--- config.mk ---
export PLATFORM = sky130hd
export DESIGN_NAME = ahb3lite_cmd_master
export DESIGN_NICKNAME = d
export VERILOG_FILES = /design/src/rtl/ahb3lite_cmd_master.sv
export SDC_FILE = /design/constraint.sdc
export NUM_CORES = 1
export LEC_CHECK = 0
export BUFFER_PORTS_ARGS = -buffer_cell sky130_fd_sc_hd__buf_2
export CORE_MARGIN = 5
export CORE_UTILIZATION = 26
export CTS_BUF_LIST = sky130_fd_sc_hd__clkbuf_2 sky130_fd_sc_hd__clkbuf_4 sky130_fd_sc_hd__clkbuf_8
export DETAILED_ROUTE_END_ITERATION = 12
export HOLD_SLACK_MARGIN = 0.08
export SKIP_LAST_GASP = 1
export SLEW_MARGIN = 10
export SYNTH_ARGS = -nofsm -noshare
export SYNTH_HDL_FRONTEND = slang
export SYNTH_SLANG_ARGS = --single-unit
--- constraint.sdc ---
create_clock -name HCLK -period 1.3 [get_ports HCLK]
set_input_delay 0.39 -clock HCLK [delete_from_list [all_inputs] [get_ports HCLK]]
set_output_delay 0.39 -clock HCLK [all_outputs]
set_load 0.01 [all_outputs]
--- src/rtl/ahb3lite_cmd_master.sv ---
// ---------------------------------------------------------------------------
// ahb3lite_pkg / ahb3lite_cmd_master
//
// AHB3-Lite initiator that turns a simple valid/ready command interface into
// single (non-burst) AHB3-Lite transfers. Address and data phases are
// pipelined, so a new command can be accepted in the same cycle the bus takes
// the previous address. A two-cycle ERROR response cancels the pending
// address phase, reports the error, and reissues the cancelled transfer.
//
// Ports
//   HRESETn, HCLK      : asynchronous active-low reset, rising-edge clock
//   HADDR..HMASTLOCK   : AHB3-Lite address/control outputs (registered)
//   HWDATA             : write data, valid during the data phase
//   HRDATA/HREADY/HRESP: AHB3-Lite slave response inputs
//   cmd_*              : command request (valid/ready handshake)
//   rsp_*              : one-cycle completion pulse with read data / error
// ---------------------------------------------------------------------------
package ahb3lite_pkg;
  localparam logic [1:0] HTRANS_IDLE      = 2'b00;
  localparam logic [1:0] HTRANS_NONSEQ    = 2'b10;
  localparam logic [2:0] HBURST_SINGLE    = 3'b000;
  localparam logic [3:0] HPROT_DATA       = 4'b0001;
  localparam logic [3:0] HPROT_PRIVILEGED = 4'b0010;
  localparam logic       HRESP_ERROR      = 1'b1;
endpackage

module ahb3lite_cmd_master
  import ahb3lite_pkg::*;
#(
  parameter int HADDR_SIZE = 32,
  parameter int HDATA_SIZE = 32
) (
  input  logic                  HRESETn,
  input  logic                  HCLK,
  // AHB3-Lite master interface
  output logic [HADDR_SIZE-1:0] HADDR,
  output logic                  HWRITE,
  output logic [2:0]            HSIZE,
  output logic [2:0]            HBURST,
  output logic [3:0]            HPROT,
  output logic [1:0]            HTRANS,
  output logic                  HMASTLOCK,
  output logic [HDATA_SIZE-1:0] HWDATA,
  input  logic [HDATA_SIZE-1:0] HRDATA,
  input  logic                  HREADY,
  input  logic                  HRESP,
  // Command interface
  input  logic                  cmd_valid,
  output logic                  cmd_ready,
  input  logic                  cmd_write,
  input  logic [HADDR_SIZE-1:0] cmd_addr,
  input  logic [2:0]            cmd_size,
  input  logic [HDATA_SIZE-1:0] cmd_wdata,
  // Response interface
  output logic                  rsp_valid,
  output logic [HDATA_SIZE-1:0] rsp_rdata,
  output logic                  rsp_err
);

  // Cancel FSM: RUN is normal operation, CANCEL covers the second cycle of a
  // two-cycle ERROR response.
  localparam logic [0:0] ST_RUN    = 1'b0;
  localparam logic [0:0] ST_CANCEL = 1'b1;

  logic [0:0]            state;

  // Address-phase register; HADDR/HWRITE/HSIZE are its visible fields.
  logic                  a_valid;
  logic [HDATA_SIZE-1:0] a_wdata;

  // Data-phase register; HWDATA is its visible field.
  logic                  d_valid;
  logic                  d_write;

  logic                  cancel;
  logic                  addr_accept;
  logic                  cmd_load;
  logic                  data_done;

  assign HBURST    = HBURST_SINGLE;
  assign HPROT     = HPROT_DATA | HPROT_PRIVILEGED;
  assign HMASTLOCK = 1'b0;

  assign cancel = (state == ST_CANCEL);

  // HTRANS is a pure decode of two flops, so it changes only after a clock
  // edge (or asynchronously on reset) and is stable while HREADY is low.
  // Forcing IDLE during CANCEL is what keeps the HREADY=1 of the second error
  // cycle from being taken as an address acceptance.
  assign HTRANS      = (a_valid && !cancel) ? HTRANS_NONSEQ : HTRANS_IDLE;
  assign addr_accept = HREADY && (HTRANS == HTRANS_NONSEQ);
  assign cmd_ready   = !cancel && (!a_valid || addr_accept);
  assign cmd_load    = cmd_valid && cmd_ready;
  assign data_done   = d_valid && HREADY;

  // NOTE: every sequential block uses non-blocking assignments so all flops
  // sample the pre-edge values and the order of statements does not matter.
  always_ff @(posedge HCLK or negedge HRESETn) begin
    if (!HRESETn) begin
      state <= ST_RUN;
    end else begin
      case (state)
        ST_RUN: begin
          // First ERROR cycle: the slave holds HREADY low with HRESP set.
          if (d_valid && (HRESP == HRESP_ERROR) && !HREADY) state <= ST_CANCEL;
        end
        ST_CANCEL: begin
          if (HREADY) state <= ST_RUN;
        end
        default: state <= ST_RUN;
      endcase
    end
  end

  // Address phase. Loading a new command takes priority over clearing on
  // acceptance so that back-to-back commands keep the pipe full. During
  // CANCEL the register is simply left alone and is reissued afterwards.
  always_ff @(posedge HCLK or negedge HRESETn) begin
    if (!HRESETn) begin
      a_valid <= 1'b0;
      HADDR   <= '0;
      HWRITE  <= 1'b0;
      HSIZE   <= 3'b000;
      a_wdata <= '0;
    end else if (cmd_load) begin
      a_valid <= 1'b1;
      HADDR   <= cmd_addr;
      HWRITE  <= cmd_write;
      HSIZE   <= cmd_size;
      a_wdata <= cmd_wdata;
    end else if (addr_accept) begin
      a_valid <= 1'b0;
    end
  end

  // Data phase. HWDATA holds its last value once the phase ends.
  always_ff @(posedge HCLK or negedge HRESETn) begin
    if (!HRESETn) begin
      d_valid <= 1'b0;
      d_write <= 1'b0;
      HWDATA  <= '0;
    end else if (addr_accept) begin
      d_valid <= 1'b1;
      d_write <= HWRITE;
      HWDATA  <= a_wdata;
    end else if (HREADY) begin
      d_valid <= 1'b0;
    end
  end

  // Completion: one pulse per transfer, in bus order. A single-cycle ERROR
  // (HREADY=1 with HRESP=1) lands here too and is reported without cancel.
  always_ff @(posedge HCLK or negedge HRESETn) begin
    if (!HRESETn) begin
      rsp_valid <= 1'b0;
      rsp_err   <= 1'b0;
      rsp_rdata <= '0;
    end else begin
      rsp_valid <= data_done;
      if (data_done) begin
        rsp_err   <= HRESP;
        rsp_rdata <= d_write ? '0 : HRDATA;
      end
    end
  end

endmodule

==> metrics.csv <==
metric,value,unit
p_switching,4530,µW
nNetsFinal,770,
antenna_cells,0,
violations,negative setup slack,
place_area,7050,µm²
gp_congestion,0.746,
grt_pass1_wl,22000,µm
synth_top_area_share,63.0,%
criticalPathCategory,reg -> reg,
root_buffer,clkbuf_8,
die_height,155,µm
path_cells,"buf_4, nand2b_4, nor2_4, buf_12, buf_12, buf_16, mux2_4",
p_clk_share,23.5,%
ys_seq_area_share,63.0,%
cts_tree,yes,
rr_startpoint,cancel,
synth_ff_type,dfrtp_1,
min_from,cmd_wdata[25],
drt_iter0_drc,107,
cp_data_required_time,1.62,ns
yosys-top-cells-area,"dfrtp_1 63%, mux2_2 17%, mux2_4 5.5%",
hold_class,in -> reg,
post-route-min-period,1.67,ns
htree_levels,4,
vias_per_cell,4.03,
synth_seq_cells,138,
crit_family,buffers and inverters,
startpoint,cancel,
slew_viol_final,0,
cts_num_sinks,138,
grt_max_degree,50,
clk_latency,0.44,ns
clk_pin_slew_worst_paths,0.08,ns
ant_nets,0,
rows,53,
io_buffers,208,
syn_to_final_growth,54.5,%
finalCritPeriodShare,129,%
outcome,"complete, but fails checks",
drc_errors,0,
critPathSlowestCell,dfrtp_1,
pwr_density_cell,1820,nW/µm²
routedWlPerCell,15.3,µm
vias,3844,
crit_fanout,7,
setup.worst_path.end_class,register,
layout_setup_ws,-0.373,ns
multiInputGateArea,2030,µm²
max_freq,598,MHz
yosys_warnings,0,
fillers,1995,
grt.total_usage,11.7,%
post-route-util,40.5,%
synthTopCellsByCount,"138 x dfrtp_1, 82 x mux2_2, 34 x nand2_1, 34 x o21ai_0, 33 x nand2b_1",
die_x,155,µm
dr.pass1.iters,4,
coreArea,20900,µm²
synth_edf_count,0,
place.detailed.hpwl,9570,µm
max_cap_viol_count,0,
irDropWorstVdd,0.000974,V
async_reset_ff_share,100,%
p_comb_share,35.6,%
sw_frac_of_total,29.5,%
wl,14500,µm
cp.arrival,1.99,ns
hold_violations,0,
synthCells,382,
start_util,26.2,%
overflow,0,
finClkSkew,0.0102,ns
syn_avg_cell_area,14.3,µm²
synth.distinct_cells,19,
grt_pass1_vias,3978,
max_stage_delay,0.40,ns
layout-drive-gt1-share,62.8,%
path_buf_inv,4,
final_area,8460,µm²
setup_viol,205,
die-area,24100,µm²
critPathLaunchType,register,
p_seq_share,40.9,%
antenna_found_initial,1,
cp_common_cell,buf_12,
power.leakage,0.00422,µW
synth_top_area_cell,dfrtp_1,
num_io_pins,218,
netlist_area,5480,µm²
clockBufferDepth,2,
seq_area,3450,µm²
internal_power,10800,µW
synth_most_common_cell,dfrtp_1,
rsz0062_at_grt,true,
cts_made_buffers,17,
-- area by class of cell --
class	instances	area share (%)
clock buffers	22	3.50
clock inverters	10	1.36
inverters	3	0.133
multi-input cells	219	24.0
flip-flops and latches	138	40.8
well taps	275	4.07
repair buffers	286	26.2
-- flip-flops by register name, indices dropped and copies added, names as in the netlist --
| name | cells |
|---|---|
| d_valid | 1 |
| cancel | 1 |
| a_valid | 1 |
| rsp_err | 1 |
| HADDR | 32 |
| a_wdata | 32 |
| HWDATA | 32 |
| rsp_valid | 1 |
| rsp_rdata | 32 |
| HWRITE | 1 |
| d_write | 1 |
| HSIZE | 3 |
-- per-layer routing --
metal  vias up  share of wire [%]  global-route usage [%]
met5         -              0.089                       0
met1      1870                 42                    14.2
met3        20                8.6                    5.12
met2       117                 47                    18.4
met4         2                2.4                    4.92
li1       1835                  -                       -
-- timing repair --
item,4_1_cts,5_1_grt
pin swaps,0,1
hold buffers,1,0
buffers inserted,15,27
gates cloned,3,4
endpoints found under the setup margin,204,205
hold endpoints to repair,24,0
resized for setup,36,79
-- cells in the final DEF (no fill, tap or decap), types with 2 or more instances in the layout --
cell	synthesis	final
buf_16	0	3
nand2b_1	33	32
buf_4	13	49
buf_6	4	46
buf_12	2	12
bufinv_16	0	2
clkbuf_16	0	4
buf_8	0	4
inv_1	3	3
dfrtp_1	138	138
clkinv_2	0	3
nand2_1	34	33
buf_2	2	167
clkinvlp_4	0	3
mux2_2	82	33
clkbuf_8	0	21
o21ai_0	34	34
conb_1	2	9
nor2_4	1	2
mux2_4	20	69
-- final timing paths --
path,end,slack [ns],cells past startpoint
hold / removal,a_wdata[25],0.18,2
setup / recovery,HADDR[10],-0.37,7
hold reg to reg,rsp_rdata[2],0.48,2
setup reg to reg,HADDR[10],-0.37,7
max in group asynchronous,a_wdata[29],0.37,3
min in group asynchronous,HADDR[9],0.43,2
-- metrics by stage --
step                hold WS (ns)  cells  setup WS, ns  TNS [ns]  total power (µW)
floorplan                 0.0944    389       -0.0893     -1.82              8470
global placement           0.323    873        -0.206    -18.77             10300
detailed placement         0.330    873        -0.216    -18.77             10400
CTS                        0.136    924        -0.415    -34.49             14700
global route               0.135    953        -0.446    -42.89             16400
finish                     0.177    953        -0.373    -30.86             15400
-- worst reg2reg max path: stages (launching register included) --
cell      delay, ns
dfrtp_1        0.40
buf_4          0.13
nand2b_4       0.14
nor2_4         0.16
buf_12         0.19
buf_12         0.12
buf_16         0.12
mux2_4         0.30
-- logic make-up (layout without fill, tap and decap cells) --
| group | Yosys count | after routing | synth area share (%) |
|---|---|---|---|
| AOI/OAI and AO/OA | 35 | 35 | 3.20 |
| buffers and inverters | 32 | 321 | 4.27 |
| DFF | 138 | 138 | 63.0 |
| muxes | 102 | 102 | 22.3 |
| other | 2 | 9 | 0.137 |
| and+or+nand+nor | 73 | 73 | 7.01 |
-- power by group through the flow --
stage	combinational, µW	sequential [µW]	clock [µW]
after floorplan	1740	6720	0
after global placement	4050	6230	0
after detailed placement	4110	6250	0
after CTS	4710	6230	3800
after global routing	5920	6460	3980
final	5480	6290	3600
Note: power is estimated with default switching activity, not from simulation.
